===== config.mk =====
export PLATFORM = sky130hd
export DESIGN_NAME = pwm_capture
export DESIGN_NICKNAME = d
export VERILOG_FILES = /design/src/rtl/pwm_pkg.sv /design/src/rtl/sync_edge.sv /design/src/rtl/pwm_capture.sv
export SDC_FILE = /design/constraint.sdc
export NUM_CORES = 1
export LEC_CHECK = 0
export BUFFER_PORTS_ARGS = -buffer_cell sky130_fd_sc_hd__buf_2
export CAP_MARGIN = 30
export CORE_MARGIN = 5
export CORE_UTILIZATION = 44
export DETAILED_ROUTE_END_ITERATION = 16
export HOLD_SLACK_MARGIN = 0.15
export PLACE_DENSITY = 0.6
export SYNTH_ARGS = -nofsm -noshare
export SYNTH_HDL_FRONTEND = slang
export SYNTH_SLANG_ARGS = --single-unit

===== constraint.sdc =====
create_clock -name clk -period 2.79 [get_ports clk]
set_input_delay 0.558 -clock clk [delete_from_list [all_inputs] [get_ports clk]]
set_output_delay 0.558 -clock clk [all_outputs]
set_load 0.01 [all_outputs]

===== src/rtl/pwm_pkg.sv =====
// Shared definitions for the PWM generator / capture pair.
package pwm_pkg;

   // Capture FSM: SYNC waits for the first rising edge, then HIGH/LOW follow the waveform.
   typedef enum logic [1:0] {
      SYNC = 2'd0,
      HIGH = 2'd1,
      LOW  = 2'd2
   } pwm_state_e;

   // Generator repeat interval in clk cycles; capture timeout defaults to twice this.
   localparam int PWM_INTERVAL    = 1200;
   localparam int TIMEOUT_DEFAULT = 2 * PWM_INTERVAL;

endpackage


===== src/rtl/sync_edge.sv =====
// Two-flop synchroniser for an asynchronous pad input, with rise/fall detection
// on the synchronised level. Edge flags are valid for exactly one clk cycle.
module sync_edge
   import pwm_pkg::*;
(
   input  logic clk,
   input  logic rst,
   input  logic async_i,
   output logic level_o,
   output logic rise_o,
   output logic fall_o
);

   logic meta_q;
   logic sync_q;
   logic dly_q;

   // Synchroniser chain plus one extra stage holding the previous synchronised level.
   always_ff @(posedge clk or posedge rst) begin
      if (rst) begin
         meta_q <= 1'b0;
         sync_q <= 1'b0;
         dly_q  <= 1'b0;
      end else begin
         meta_q <= async_i;
         sync_q <= meta_q;
         dly_q  <= sync_q;
      end
   end

   assign level_o = sync_q;
   assign rise_o  = sync_q & ~dly_q;
   assign fall_o  = ~sync_q & dly_q;

endmodule


===== src/rtl/pwm_capture.sv =====
// Measures an incoming PWM waveform: high time and period in clk cycles, reported
// once per PWM cycle on a single-cycle valid strobe. A line with no rising edge for
// TIMEOUT cycles is reported as stuck, with high_time showing the static level.
module pwm_capture
   import pwm_pkg::*;
#(
   parameter  int TIMEOUT = TIMEOUT_DEFAULT,
   localparam int CW      = $clog2(TIMEOUT + 1)
) (
   input  logic          clk,
   input  logic          rst,
   input  logic          pwm_in,
   output logic [CW-1:0] high_time,
   output logic [CW-1:0] period,
   output logic          valid,
   output logic          stuck
);

   localparam logic [CW-1:0] TIMEOUT_C = CW'(TIMEOUT);
   localparam logic [CW-1:0] ONE_C     = CW'(1);

   logic          pwm_s;
   logic          rise;
   logic          fall;
   logic          timeout;

   pwm_state_e    state_q;
   logic [CW-1:0] cnt_q;
   logic [CW-1:0] cnt_d;
   logic [CW-1:0] hi_cnt_q;
   logic [CW-1:0] high_time_q;
   logic [CW-1:0] period_q;
   logic          valid_q;
   logic          stuck_q;

   sync_edge u_sync_edge (
      .clk     (clk),
      .rst     (rst),
      .async_i (pwm_in),
      .level_o (pwm_s),
      .rise_o  (rise),
      .fall_o  (fall)
   );

   // A rise in the same cycle as the counter saturating is a real edge, not a timeout.
   assign timeout = (cnt_q == TIMEOUT_C) && !rise;

   // Cycle counter: the rise cycle counts as cycle 1 of the new period; saturates at
   // TIMEOUT and restarts from 0 after a timeout so stuck reports repeat every TIMEOUT+1.
   always_comb begin
      cnt_d = cnt_q;
      if (rise) begin
         cnt_d = ONE_C;
      end else if (timeout) begin
         cnt_d = '0;
      end else if (cnt_q != TIMEOUT_C) begin
         cnt_d = cnt_q + ONE_C;
      end
   end

   // Counter register.
   always_ff @(posedge clk or posedge rst) begin
      if (rst) begin
         cnt_q <= '0;
      end else begin
         cnt_q <= cnt_d;
      end
   end

   // Measurement FSM with registered report outputs; timeout overrides every state.
   always_ff @(posedge clk or posedge rst) begin
      if (rst) begin
         state_q     <= SYNC;
         hi_cnt_q    <= '0;
         high_time_q <= '0;
         period_q    <= '0;
         valid_q     <= 1'b0;
         stuck_q     <= 1'b0;
      end else begin
         valid_q <= 1'b0;
         if (timeout) begin
            state_q     <= SYNC;
            period_q    <= TIMEOUT_C;
            high_time_q <= pwm_s ? TIMEOUT_C : '0;
            stuck_q     <= 1'b1;
            valid_q     <= 1'b1;
         end else begin
            case (state_q)
               // Partial first period is discarded: just align to a rising edge.
               SYNC: begin
                  if (rise) begin
                     state_q <= HIGH;
                  end
               end
               HIGH: begin
                  if (fall) begin
                     state_q  <= LOW;
                     hi_cnt_q <= cnt_q;
                  end
               end
               LOW: begin
                  if (rise) begin
                     state_q     <= HIGH;
                     period_q    <= cnt_q;
                     high_time_q <= hi_cnt_q;
                     stuck_q     <= 1'b0;
                     valid_q     <= 1'b1;
                  end
               end
               default: begin
                  state_q <= SYNC;
               end
            endcase
         end
      end
   end

   assign high_time = high_time_q;
   assign period    = period_q;
   assign valid     = valid_q;
   assign stuck     = stuck_q;

endmodule

==> flow_summary.ini, run 1 <==
[status]
status = finished, final reports clean

[power]
p_leak_nw = 1.503
power_density_mw_per_mm2 = 727.4
irDropWorstVdd_mv = 0.3363
total_power_w = 0.001962

[placed_design]
post-dp-hpwl_um = 3302
portBuffers = 28
placed_area_mm2 = 0.002594
place.gp.congestion = 0.7923
dp.cells = 295

[yosys]
yosysWarnings = 0
synth_top_flop_cell = dfrtp_1
syn_area_per_cell_um2 = 11.78
yosysTopAreaCell = dfrtp_1
syn-cell-area_mm2 = 0.002369
synth_seq_cells = 55
ys_top_cells_by_area = dfrtp_1 58%, mux2i_1 9.3%, nor2_1 4.6%
async_flop_share_pct = 100.0
synthCells = 201
ys_types = 31
synth_edf_count = 0
synth-seq-area-share_pct = 58.11
synth_fp_nets = 206
synth_top_area_share_pct = 58.11

[clock_tree]
hold_buffers = 0
numCtsBuffers = 5
cts_resized = 0
cts_setup_buffers = 0
clk_pin_slew_ns = 0.09
cts_tree = built
htree_levels = 2
clk_latency_ns = 0.31
clockBufferDepth = 2
root_buffer = clkbuf_8
clkSinkCount = 55

[critical_path]
critPathMaxStageDelay_ns = 0.66
start_kind = flop
cpMaxStageDelayCell = nor2_2
cp-end-kind = flop
crit_required_ns = 2.95
cp_top_family = simple AND/OR/NAND/NOR gates
crit_chain = nor4b_4, nand4b_4, nor2_2, o21ai_0
cp_num_buf_inv = 0
path_class = reg2reg
arrival_ns = 2.26
cp_max_fo = 18

[drt]
ant_nets = 0
vias = 1554
totalWireLength_um = 4646
drc_errors = 0
dr.first_iter.drc_count = 87
dr.pass1.iters = 4
avgRoutedWirePerCell_um = 15.33
via_per_inst = 5.129

[sta]
holdWs_ns = 0.3093
hold_viol_final = 0
setup-tns-final_ns = 0
fmax_mhz = 475.7
post-route-period-util_pct = 75.35
rsz0062_at_grt = no
period_needed_ns = 2.102
skew_ns = 0.006828
slew_headroom_pct = 49.10
slew_violations = 0
finalSetupViolations = 0
worst_pin_slew_ns = 0.7626

[layout]
diodes = 0
drive_gt1_share_pct = 21.89
fin_cells = 303
syn_to_final_growth_pct = 13.89
finalNetCount = 237
final_area_mm2 = 0.002698

[floorplan]
start_util_pct = 45.79
rows = 26
die_h_um = 83.37
dieArea_mm2 = 0.006951
die_w_um = 83.37
core_area_mm2 = 0.005172
pin_count = 29

[global_routing]
grt_pass1_wl_um = 7990
grt_pass1_vias = 1553
grt_max_degree = 30
antenna_found_initial = 0
grt_usage_pct = 14.43
globalRoute.totalOverflow = 0

[worst_hold_path]
hold_class = in2async

[run]
max-cap-violations = 0
==> power breakdown <==
group	internal [W]	switching (W)
clock network	0.000226	0.000246
registers	0.000952	0.000129
logic	0.000201	0.000208
total	0.00138	0.000583
==> placed cells by master (no fill, tap or decap), drive strengths merged, types with 3 or more instances in the layout <==
| master | count |
|---|---|
| xnor2 | 5 |
| dfrtp | 55 |
| nor3 | 4 |
| nor2 | 30 |
| buf | 32 |
| nor2b | 3 |
| clkbuf | 7 |
| xor2 | 4 |
| mux2 | 6 |
| nand3 | 6 |
| nand2 | 9 |
| a21oi | 9 |
| o21ai | 9 |
| a22o | 4 |
| inv | 10 |
| mux2i | 22 |
| nand4 | 3 |
==> worst paths after layout <==
kind	from	to	slack (ns)	cells past startpoint
setup / recovery	cnt_q[7]$_DFFE_PP0P_	cnt_q[0]$_DFFE_PP0P_	0.69	4
hold / removal	rst	high_time[1]$_DFFE_PP0P_	0.31	2
setup reg to reg	cnt_q[7]$_DFFE_PP0P_	cnt_q[0]$_DFFE_PP0P_	0.69	4
hold reg to reg	u_sync_edge.meta_q$_DFF_PP0_	u_sync_edge.level_o$_DFF_PP0_	0.35	0
max in group asynchronous	rst	cnt_q[8]$_DFFE_PP0P_	1.92	3
min in group clk	pwm_in	u_sync_edge.meta_q$_DFF_PP0_	0.35	1
==> cells by family after synthesis <==
family,synth area share (%)
compound gates,6.708
xor+xnor,3.328
fa+ha+maj,1.056
buf+inv,3.487
flops,58.11
mux,13.10
simple gates,14.21
==> final cells by class <==
| type | instances | area, µm² |
|---|---|---|
| multi-input combinational | 128 | 909.6 |
| clock inverter | 1 | 7.507 |
| timing repair buffer | 32 | 182.7 |
| tap | 70 | 87.58 |
| sequential | 55 | 1376 |
| fill | 452 | 2475 |
| clock buffer | 7 | 96.34 |
| inverter | 10 | 37.54 |
==> per-stage QoR <==
stage,utilization (%),setup slack (ns)
after floorplan,-,0.8891
after global placement,50.15,0.7851
after detailed placement,50.15,0.7179
after CTS,52.15,0.6705
after global routing,52.15,0.5167
final,52.15,0.6878
==> metal layers <==
| layer | track usage, % | wire length, µm | share of wire (%) |
|---|---|---|---|
| met2 | 22.67 | 2131 | 46 |
| met5 | 0 | 0 | 0 |
| met4 | 4.903 | 65 | 1.4 |
| met1 | 19.41 | 2277 | 49 |
| met3 | 3.663 | 172 | 3.7 |
==> cell usage after synthesis, drive strengths merged, types with 3 or more instances <==
| cell | count |
|---|---|
| nor3 | 4 |
| nor2 | 30 |
| mux2i | 22 |
| o21ai | 9 |
| buf | 7 |
| inv | 10 |
| nand2 | 9 |
| nand3 | 6 |
| nand4 | 3 |
| dfrtp | 55 |
| nor2b | 3 |
| xnor2 | 5 |
| mux2 | 6 |
| a21oi | 9 |
| xor2 | 4 |
| a22o | 4 |
==> sequential cells by signal, summed over array words and instances, names as in the netlist, 2 cells and up <==
register / count
state_q: 2
high_time: 12
hi_cnt_q: 12
period: 12
cnt_q: 12
Power figures use the tool's default switching activity.
==> run 2, diff against run 1 <==
Clock period 2.79 ns to 2 ns, I/O delays scaled along.
==> flow_summary.ini, run 2 (synthesis gave the netlist of run 1 again) <==
[clock_tree]
root_buffer = clkbuf_8
clk_latency_ns = 0.31
clk_pin_slew_ns = 0.09
cts_resized = 0
cts_tree = built
clkSinkCount = 55
clockBufferDepth = 2
numCtsBuffers = 5
htree_levels = 2

[sta]
fmax_mhz = 548.5
setup-tns-final_ns = 0
hold_viol_final = 0
fin_ws_ns = 0.1767
skew_ns = 0.009940
finalSetupViolations = 0
post-route-period-util_pct = 91.16
slew_headroom_pct = 70.69
rsz0062_at_grt = no
worst_pin_slew_ns = 0.4363
period_needed_ns = 1.823
slew_violations = 0

[drt]
dr.first_iter.drc_count = 120
via_per_inst = 5.031
drc_errors = 0
totalWireLength_um = 4784
ant_nets = 0
dr.pass1.iters = 4
avgRoutedWirePerCell_um = 15.04
vias = 1600

[critical_path]
path_class = reg2reg
arrival_ns = 2.03
cp_max_fo = 9
critPathMaxStageDelay_ns = 0.46
cp_num_buf_inv = 1
crit_required_ns = 2.20
crit_chain = nor3_1, nand4b_4, o21ai_4, buf_12, mux2_4
cp_top_family = simple AND/OR/NAND/NOR gates
start_kind = flop
reg2reg_setup_slack_ns = 0.18
worstReg2RegEnd = hi_cnt_q[3]$_DFFE_PP0P_
cp-end-kind = flop
rr_startpoint = cnt_q[10]$_DFFE_PP0P_
cpMaxStageDelayCell = dfrtp_1
r2r_cells = 5

[power]
power_density_mw_per_mm2 = 981.1
comb_power_share_pct = 25.0
p_sw_share_pct = 30.64
switchingPower_w = 0.0008437
irDropWorstVdd_mv = 0.3835
internal-power_w = 0.001910
seqPwrFrac_pct = 53.0
p_clk_share_pct = 22.0
p_leak_nw = 1.575

[placed_design]
portBuffers = 28
place.gp.congestion = 0.7665
place_ws_ns = 0.1110
post-dp-hpwl_um = 3268

[floorplan]
core_area_mm2 = 0.005172
die_w_um = 83.37
rows = 26
dieArea_mm2 = 0.006951
pin_count = 29
die_h_um = 83.37
start_util_pct = 45.79

[global_routing]
grt_pass1_vias = 1614
grt_pass1_wl_um = 8300
grt_max_degree = 56
antenna_found_initial = 0
globalRoute.totalOverflow = 0
grt_usage_pct = 14.97

[layout]
drive_gt1_share_pct = 25.81
layout_commonest_cell = dfrtp_1
nFillCells = 461
final_cell_mix = 55 x dfrtp_1, 29 x nor2_1, 28 x buf_2
finalNetCount = 252
syn_to_final_growth_pct = 18.49
diodes = 0

[worst_hold_path]
holdPathStages = 1
hold_class = in2reg
hold_start = pwm_in
hold_end = u_sync_edge.meta_q$_DFF_PP0_

[run]
max-cap-violations = 0

[status]
status = finished, final reports clean
## run 2: cell count changes in the layout (fill, tap and decap cells not counted)
cell / delta
buf_12: +1
buf_4: +13
clkinv_2: +1
clkbuf_8: -2
dlygate4sd3_1: +1
clkbuf_1: +1
## run 2: area by class of cell
type,instances,area (µm²),area share (%)
Tap cell,70,87.58,3.121
Inverter,10,37.54,1.337
Clock buffer,6,72.57,2.586
Clock inverter,2,12.51,0.4458
Multi-Input combinational cell,128,909.6,32.41
Timing Repair Buffer,47,310.3,11.06
Sequential cell,55,1376,49.04
## run 2: power groups by stage
stage                     Combinational [W]  Clock [W]  Sequential, W
after global routing               0.000767   0.000665        0.00149
after CTS                          0.000686   0.000625        0.00146
final                              0.000688   0.000607        0.00146
after detailed placement           0.000682          0        0.00148
after global placement             0.000675          0        0.00147
after floorplan                    0.000372          0        0.00152
## run 2: through the flow
step / util [%] / cell area, µm² / hold slack, ns / std cells / total power (W)
after floorplan: - / 2369 / 0.3312 / 201 / 0.001894
after global placement: 51.89 / 2684 / 0.3332 / 307 / 0.002149
after detailed placement: 51.89 / 2684 / 0.3418 / 307 / 0.002163
after CTS: 53.73 / 2779 / 0.1867 / 316 / 0.002772
after global routing: 54.26 / 2806 / 0.1875 / 318 / 0.002920
final: 54.26 / 2806 / 0.1952 / 318 / 0.002753
## run 2: worst max-delay path by stage
stage,slack (ns),startpoint,cells past startpoint,endpoint
2_1_floorplan,0.22,cnt_q[7]$_DFFE_PP0P_,5,hi_cnt_q[3]$_DFFE_PP0P_
3_3_place_gp,0.14,cnt_q[10]$_DFFE_PP0P_,4,hi_cnt_q[3]$_DFFE_PP0P_
3_5_place_dp,0.11,cnt_q[10]$_DFFE_PP0P_,4,hi_cnt_q[11]$_DFFE_PP0P_
4_1_cts,0.04,cnt_q[10]$_DFFE_PP0P_,4,hi_cnt_q[3]$_DFFE_PP0P_
5_1_grt,0.08,cnt_q[10]$_DFFE_PP0P_,5,hi_cnt_q[3]$_DFFE_PP0P_
6_report,0.18,cnt_q[10]$_DFFE_PP0P_,5,hi_cnt_q[3]$_DFFE_PP0P_
## run 2: metal layers
metal	global-route usage, %	up-vias	share of wire (%)
met5	0	-	0
met4	4.606	0	1.7
met3	3.861	10	3.6
met2	23.10	29	47
met1	20.67	788	48
li1	-	773	-
## run 2: worst reg2reg max path: cells and delay by family, from the launching register on
| family | cells | cell delay [ns] |
|---|---|---|
| and+or+nand+nor | 2 | 0.62 |
| AOI/OAI and AO/OA | 1 | 0.19 |
| buffers and inverters | 1 | 0.15 |
| DFF | 1 | 0.46 |
| muxes | 1 | 0.30 |
## run 2: what timing repair did
| item | in CTS | in global routing |
|---|---|---|
| endpoints found under the setup margin | 0 | 6 |
| hold buffers | 1 | 0 |
| setup buffers | 0 | 2 |
| endpoints found under the hold margin | 55 | 0 |
